===== config.mk =====
export PLATFORM = sky130hd
export DESIGN_NAME = nibble_serial_adder
export DESIGN_NICKNAME = d
export VERILOG_FILES = /design/src/rtl/serial_add_pkg.sv /design/src/rtl/nibble_serial_adder_rca.sv /design/src/rtl/nibble_serial_adder.sv
export SDC_FILE = /design/constraint.sdc
export NUM_CORES = 1
export LEC_CHECK = 0
export BUFFER_PORTS_ARGS = -buffer_cell sky130_fd_sc_hd__buf_4
export CELL_PAD_IN_SITES_DETAIL_PLACEMENT = 1
export CELL_PAD_IN_SITES_GLOBAL_PLACEMENT = 2
export CORE_MARGIN = 1.5
export CORE_UTILIZATION = 37
export DETAILED_ROUTE_END_ITERATION = 10
export PLACE_DENSITY = 0.86
export REMOVE_ABC_BUFFERS = 1
export SYNTH_ARGS = -nofsm -noshare
export SYNTH_HDL_FRONTEND = slang
export SYNTH_SLANG_ARGS = --single-unit

===== constraint.sdc =====
create_clock -name clk -period 3.3 [get_ports clk]
set_input_delay 0 -clock clk [delete_from_list [all_inputs] [get_ports clk]]
set_output_delay 0 -clock clk [all_outputs]
set_load 0.02 [all_outputs]

===== src/rtl/serial_add_pkg.sv =====
// rtl/serial_add_pkg.sv - shared types and constants for the nibble-serial adder
package serial_add_pkg;

  localparam int NIBBLE_W = 4;

  typedef enum logic [1:0] {
    IDLE = 2'd0,
    RUN  = 2'd1,
    DONE = 2'd2
  } state_t;

  // Width of the nibble index; a single nibble still needs a 1-bit counter.
  function automatic int idx_width(input int nibbles);
    return (nibbles < 2) ? 1 : $clog2(nibbles);
  endfunction

endpackage


===== src/rtl/nibble_serial_adder_rca.sv =====
// rtl/nibble_serial_adder_rca.sv - 4-bit combinational ripple-carry adder (module rca)
module rca (
  input  logic [3:0] a,
  input  logic [3:0] b,
  input  logic       cin,
  output logic [3:0] s,
  output logic       cout
);

  logic c1, c2, c3;

  assign s[0] = a[0] ^ b[0] ^ cin;
  assign c1   = (a[0] & b[0]) | (a[0] & cin) | (b[0] & cin);
  assign s[1] = a[1] ^ b[1] ^ c1;
  assign c2   = (a[1] & b[1]) | (a[1] & c1) | (b[1] & c1);
  assign s[2] = a[2] ^ b[2] ^ c2;
  assign c3   = (a[2] & b[2]) | (a[2] & c2) | (b[2] & c2);
  assign s[3] = a[3] ^ b[3] ^ c3;
  assign cout = (a[3] & b[3]) | (a[3] & c3) | (b[3] & c3);

endmodule


===== src/rtl/nibble_serial_adder.sv =====
// rtl/nibble_serial_adder.sv - multi-precision adder, one nibble per clock; SERIAL_ADD_OVF_EN adds out_ovf
module nibble_serial_adder
  import serial_add_pkg::*;
#(
  parameter int NIBBLES = 4
) (
  input  logic                      clk,
  input  logic                      rst_n,
  input  logic                      in_valid,
  output logic                      in_ready,
  input  logic [NIBBLE_W*NIBBLES-1:0] in_a,
  input  logic [NIBBLE_W*NIBBLES-1:0] in_b,
  input  logic                      in_cin,
  output logic                      out_valid,
  input  logic                      out_ready,
  output logic [NIBBLE_W*NIBBLES-1:0] out_sum,
  output logic                      out_cout,
`ifdef SERIAL_ADD_OVF_EN
  output logic                      out_ovf,
`endif
  output logic                      busy
);

  localparam int W     = NIBBLE_W * NIBBLES;
  localparam int IDX_W = idx_width(NIBBLES);
  localparam logic [IDX_W-1:0] LAST_IDX = IDX_W'(NIBBLES - 1);

  state_t state_q, state_d;

  logic [W-1:0]     a_q, b_q, sum_q;
  logic             carry_q, cout_q;
  logic [IDX_W-1:0] idx_q;
  logic [3:0]       a_nib, b_nib, s_nib;
  logic             c4;
  logic             last_nib;

  assign last_nib = (idx_q == LAST_IDX);

  // Select the operand nibbles addressed by the current index.
  always_comb begin
    a_nib = '0;
    b_nib = '0;
    for (int i = 0; i < NIBBLES; i++) begin
      if (idx_q == IDX_W'(i)) begin
        a_nib = a_q[NIBBLE_W*i +: NIBBLE_W];
        b_nib = b_q[NIBBLE_W*i +: NIBBLE_W];
      end
    end
  end

  rca u_rca (
    .a    (a_nib),
    .b    (b_nib),
    .cin  (carry_q),
    .s    (s_nib),
    .cout (c4)
  );

  // State register.
  always_ff @(posedge clk or negedge rst_n) begin
    if (!rst_n) state_q <= IDLE;
    else        state_q <= state_d;
  end

  // Next-state: accept only from IDLE, finish after the top nibble, release on consumer accept.
  always_comb begin
    state_d = state_q;
    case (state_q)
      IDLE:    if (in_valid)  state_d = RUN;
      RUN:     if (last_nib)  state_d = DONE;
      DONE:    if (out_ready) state_d = IDLE;
      default:                state_d = IDLE;
    endcase
  end

  // Handshake outputs decode the state register only.
  always_comb begin
    in_ready  = 1'b0;
    out_valid = 1'b0;
    busy      = 1'b0;
    case (state_q)
      IDLE:    in_ready  = 1'b1;
      RUN:     busy      = 1'b1;
      DONE:    begin out_valid = 1'b1; busy = 1'b1; end
      default: in_ready  = 1'b0;
    endcase
  end

  // Datapath: load operands on accept, accumulate one sum nibble per RUN cycle.
  always_ff @(posedge clk or negedge rst_n) begin
    if (!rst_n) begin
      a_q     <= '0;
      b_q     <= '0;
      sum_q   <= '0;
      carry_q <= 1'b0;
      cout_q  <= 1'b0;
      idx_q   <= '0;
    end else if (state_q == IDLE && in_valid) begin
      a_q     <= in_a;
      b_q     <= in_b;
      carry_q <= in_cin;
      idx_q   <= '0;
    end else if (state_q == RUN) begin
      for (int i = 0; i < NIBBLES; i++) begin
        if (idx_q == IDX_W'(i)) sum_q[NIBBLE_W*i +: NIBBLE_W] <= s_nib;
      end
      carry_q <= c4;
      if (last_nib) cout_q <= c4;
      else          idx_q  <= idx_q + 1'b1;
    end
  end

  assign out_sum  = sum_q;
  assign out_cout = cout_q;

`ifdef SERIAL_ADD_OVF_EN
  logic ovf_q;

  // Signed overflow: like-signed operands producing a result of the other sign.
  always_ff @(posedge clk or negedge rst_n) begin
    if (!rst_n)
      ovf_q <= 1'b0;
    else if (state_q == RUN && last_nib)
      ovf_q <= (a_nib[3] == b_nib[3]) && (s_nib[3] != a_nib[3]);
  end

  assign out_ovf = ovf_q;
`endif

endmodule


# Word level (Yosys, flattened, before mapping)
# Cells that the tools add are included.
dict set report classes {
  n_addsub 1
  n_mul 0
  n_div 0
  order_cmp 0
  eq_ne 9
  n_shift 0
  mux 20
  n_bitwise 29
  n_reduce_logical 11
}
# operator count
set op_table {}
lappend op_table {{$mux W4} 8}
lappend op_table {{$reduce_and A3 Y1} 5}
lappend op_table {{$and A1 B1 Y1} 12}
lappend op_table {{$mux W2} 6}
lappend op_table {{$or A1 B1 Y1} 8}
lappend op_table {{$xor A1 B1 Y1} 8}
lappend op_table {{$eq A2 B2 Y1 const B} 3}
lappend op_table {{$ne A2 B2 Y1 const B} 3}
lappend op_table {{$pmux W2 S3} 1}
lappend op_table {{$mux W1} 5}
lappend op_table {{$eq A2 B1 Y1 const B} 2}
lappend op_table {{$logic_not A2 Y1} 2}
lappend op_table {{$add A2 B1 Y2 const B} 1}
lappend op_table {{$ne A2 B1 Y1 const B} 1}
lappend op_table {{$reduce_and A2 Y1} 1}
lappend op_table {{$reduce_bool A2 Y1} 1}
lappend op_table {{$reduce_or A2 Y1} 1}
lappend op_table {{$logic_and A1 B1 Y1} 1}
lappend op_table {{$not A1 Y1} 1}
dict set report word_totals {
  register_bits 54
  latchBits 0
  ram_bits 0
  mem_bits_ro 0
  input_bits 37
  elab_cells 80
  memories 0
}

# Longest topological paths before layout
dict set report logic_depth {
  depth_word 19
  depth_mapped 16
  depth_no_buf 14
}

# Hierarchy
# Synthesis repeated with hierarchy kept, for this count alone.
dict set report hier_totals {
  cells_unflattened 190
  hier_area_um2 2556.2
}
# mod n_inst cells_each area_each_um2 seq_area_each_um2
set by_module_without_submodules {}
lappend by_module_without_submodules {nibble_serial_adder 1 176 2438.6 1351.3}
lappend by_module_without_submodules {rca 1 14 117.6 0.0}

# Worst setup path before layout
# Ideal clock, no wire load.
dict set report synth_timing {
  path_type {flip-flop to flip-flop}
  startpoint {register idx_q[0]}
  endpoint {register sum_q[11] (netlist: out_sum[11])}
  setup_time_ns 0.083
  arrival_time_ns 2.964
  required_ns 3.217
  setup_slack_ns 0.254
  stages_incl_launch_ff 14
  n_path_buf 1
  period_less_slack_ns 3.046
  cell_sequence {dfrtp_1 > inv_1 > ha_1 > nor2b_2 > buf_6 > a221o_1 > a22oi_2 > fa_1 > inv_1 > fa_1 > fa_1 > inv_1 > fa_1 > o21ai_0}
}
dict set report synth_via {
  elab_chain_len 15
}
# element line_no
set synth_lines {}
lappend synth_lines {{start, declared} nibble_serial_adder.sv:32} ;# logic [IDX_W-1:0] idx_q;
lappend synth_lines {{start signal, assigned} nibble_serial_adder.sv:109} ;# else idx_q <= idx_q + 1'b1;
lappend synth_lines {{$logic_not A2 Y1} nibble_serial_adder.sv:44} ;# if (idx_q == IDX_W'(i)) begin
lappend synth_lines {{$mux W4 (4 in series)} nibble_serial_adder.sv:44}
lappend synth_lines {{$and A1 B1 Y1} nibble_serial_adder_rca.sv:13} ;# assign c1 = (a[0] & b[0]) | (a[0] & cin) | (b[0] & cin);
lappend synth_lines {{$or A1 B1 Y1 (2 in series)} nibble_serial_adder_rca.sv:13}
lappend synth_lines {{$and A1 B1 Y1} nibble_serial_adder_rca.sv:15} ;# assign c2 = (a[1] & b[1]) | (a[1] & c1) | (b[1] & c1);
lappend synth_lines {{$or A1 B1 Y1 (2 in series)} nibble_serial_adder_rca.sv:15}
lappend synth_lines {{$and A1 B1 Y1} nibble_serial_adder_rca.sv:17} ;# assign c3 = (a[2] & b[2]) | (a[2] & c2) | (b[2] & c2);
lappend synth_lines {{$or A1 B1 Y1 (2 in series)} nibble_serial_adder_rca.sv:17}
lappend synth_lines {{$xor A1 B1 Y1} nibble_serial_adder_rca.sv:18} ;# assign s[3] = a[3] ^ b[3] ^ c3;
lappend synth_lines {{end signal, assigned by index} nibble_serial_adder.sv:105} ;# if (idx_q == IDX_W'(i)) sum_q[NIBBLE_W*i +: NIBBLE_W] <= s_nib;
lappend synth_lines {{end, declared} nibble_serial_adder.sv:30} ;# logic [W-1:0] a_q, b_q, sum_q;
# Parallel ways exist; a longest one is shown, timed or not.
# A chain may end at the register's enable or synchronous reset.

# Worst setup path after layout
# Same ends and word-level chain as after synthesis.

==> run metrics <==
status=finished, final reports clean; initial core utilization=38.6%; gr usage total=17.5%; Power per Cell Area=1020 mW/mm^2; Root Buffer=clkbuf_8; I/O Buffers=56; Worst EP required=3.53 ns; routed len/inst=around 16 um; ys flop type=dfrtp_1; core area=0.00687 mm^2; CTS tree=done; gr ovfl total=0; worst path cell trace=inv_1 -> ha_1 -> nor2b_4 -> a221o_1 -> a22oi_2 -> fa_1 -> inv_1 -> fa_1 -> fa_1 -> inv_1 -> fa_2 -> o21ai_0; R2R setup slack=between 0.1 and 0.15 ns; Final HPWL DP=between 4000 and 5000 um; worst reg2reg endpoint=out_sum[11]; crit path max fanout=8; # rows=30; fill count=712; Crit Path Class=reg -> reg; layout cells sized above 1=39.2%; distinct cell type count after synthesis=29; Internal=2.24 mW; Leak Pwr=1.78 nW; Slew headroom=54.6%; H-tree lvl count=2; Max Clk Rate=316 MHz; clk_skew=between 0.008 and 0.009 ns; Cells after Synth=between 150 and 200; Async S/R FF share, synth=100%; Peak VDD IR=0.000328 V; Setup crit start kind=flip-flop; # setup viols final=0; Tightest Pin Transition=0.681 ns; clock sink count=54; die extent in y=87.7 um; Clk pwr share=10.4%; Final #Nets=335; kind of end point of the critical path=flip-flop; Crit-path slowest cell=fa_2; Die Wd=just under 90 um; hold path endpoint=state_q[1]; First-pass DRT Iterations=4; CTS Buffer Depth=2; Reg clk slew, reported paths=0.10 ns; Hold Startpoint=out_ready; vias in the first global route=between 1500 and 2000; Final min period=3.16 ns; synthesized area per cell=13.9 um^2; count of state elements after synthesis=54; reg2reg start=idx_q[0]; Comb pwr share=a little under three fifths; first-pass GRT wire length=10100 um; mapped cell area=0.00265 mm^2; Hold Slack=roughly 0.05 ns; Arr. time, crit path=3.39 ns; P_sw=1.46 mW; CP max stage delay=0.46 ns; Hold Crit Depth=3; post-route ant nets=0; Area Overhead vs Synth=36.6%; Max-Cap Viols=0; die area=0.00769 mm^2; DP Worst Slack=about 0.083 ns; max-slew violation count=0; Via Count=1830; Sw Ratio=39.5%; number of synthesized flops with an enable pin=0; # DRC=0; Tightest Hold Check Type=in -> reg; Tcrit/Tclk final=95.8%; gpl congestion=0.774; Final Worst Setup Slack=0.139 ns; sequential share of power=33.0%; largest net degree at the start of global routing=55; CTS buffer count=5; most frequent cells in the layout=62 x buf_4, 54 x dfrtp_1, 35 x dlygate4sd3_1; Clock Latency Late Sink=0.30 ns; ant diodes=0; Fin. Hold Viols=0; DR vias/cell=4.77; Detailed Route WL=about 6200 um; Reg2Reg Depth=12; most common cell after layout, fill and taps aside=buf_4; initial DRC count=43; initial antenna violation count=0; Ys Warns=0; post-synthesis sequential area ratio=50.9%; boundary pin count=57
## logic make-up (layout without fill, tap and decap cells)
group / Yosys count / after routing / share of synthesized area (%)
adder cells (fa/ha/maj): 11 / 11 / 6.32
XOR/XNOR: 1 / 1 / 0.330
AND/OR/NAND/NOR: 23 / 23 / 5.00
AO/OA/AOI/OAI: 29 / 29 / 8.39
flip-flops: 54 / 54 / 50.9
multiplexers: 48 / 48 / 24.0
buffers and inverters: 25 / 122 / 5.00
## stage by stage
stage                     total power, mW  utilization, %  std cells  cell area, um^2  setup TNS, ns
after floorplan                      2.61               -        183             2580              0
after global placement               3.18            45.9        339             3160              0
after detailed placement             3.26            45.9        339             3160              0
after CTS                            3.69            52.4        382             3600              0
after global routing                 4.00            52.8        384             3630       -0.00820
final                                3.70            52.8        384             3630              0
## state kept, by name, summed over array words and instances, names as in the netlist
register and flops:
carry_q 1, out_sum 16, b_q 16, idx_q 2, out_cout 1, a_q 16, state_q 2
## power groups by stage
stage          Sequential [mW]  Combinational (mW)  Clock (mW)
3_5_place_dp              1.24                2.02           0
5_1_grt                   1.27                2.30       0.426
3_3_place_gp              1.22                1.96           0
2_1_floorplan             1.29                1.33           0
4_1_cts                   1.23                2.06       0.401
6_report                  1.22                2.09       0.385
## area by class of cell
| cell class | count | area (um^2) | share of cell area (%) |
|---|---|---|---|
| Clock inverter | 2 | 12.5 | 0.345 |
| Timing Repair Buffer | 97 | 816 | 22.5 |
| Inverter | 17 | 63.8 | 1.76 |
| Sequential cell | 54 | 1350 | 37.3 |
| Multi-Input combinational cell | 112 | 1180 | 32.5 |
| Tap cell | 96 | 120 | 3.31 |
| Clock buffer | 6 | 82.6 | 2.28 |
## critical path, delay by kind of cell, from the launching register on
kind	cells	cell delay (ns)
AOI/OAI and AO/OA	3	0.69
adders and majority gates	5	1.65
buffers and inverters	3	0.21
DFF	1	0.36
and+or+nand+nor	1	0.17
## Yosys cell counts (6+ instances only)
library cell,n,area (um^2)
mux2_4,28,420
inv_1,17,63.8
ha_1,7,87.6
dfrtp_1,54,1350
mux2_1,10,113
nand2_1,10,37.5
mux2i_1,6,60.1
a21oi_1,7,35.0
## metal layers
| metal | wire length, um | track usage [%] | up-vias |
|---|---|---|---|
| met4 | 110 | 5.34 | 0 |
| met3 | 261 | 3.58 | 8 |
| met2 | 3080 | 29.7 | 58 |
| met5 | 0 | 0 | - |
| li1 | - | - | 852 |
| met1 | 2730 | 22.5 | 912 |
## worst max-delay path by stage
stage	start	endpoint	slack, ns
floorplan	idx_q[1]	out_sum[11]	0.27
global placement	idx_q[0]	out_sum[7]	0.21
detailed placement	idx_q[0]	out_sum[11]	0.08
CTS	idx_q[0]	out_sum[11]	0.07
global route	idx_q[0]	out_sum[7]	-0.004
finish	idx_q[0]	out_sum[11]	0.14
## what timing repair did
| item | in CTS | in global routing |
|---|---|---|
| hold buffers | 35 | 0 |
| buffers inserted | 0 | 2 |
| gates resized for setup | 0 | 3 |
| setup endpoints to repair | 0 | 5 |
| endpoints found under the hold margin | 89 | 0 |
Note: power is estimated with default switching activity, not from simulation.
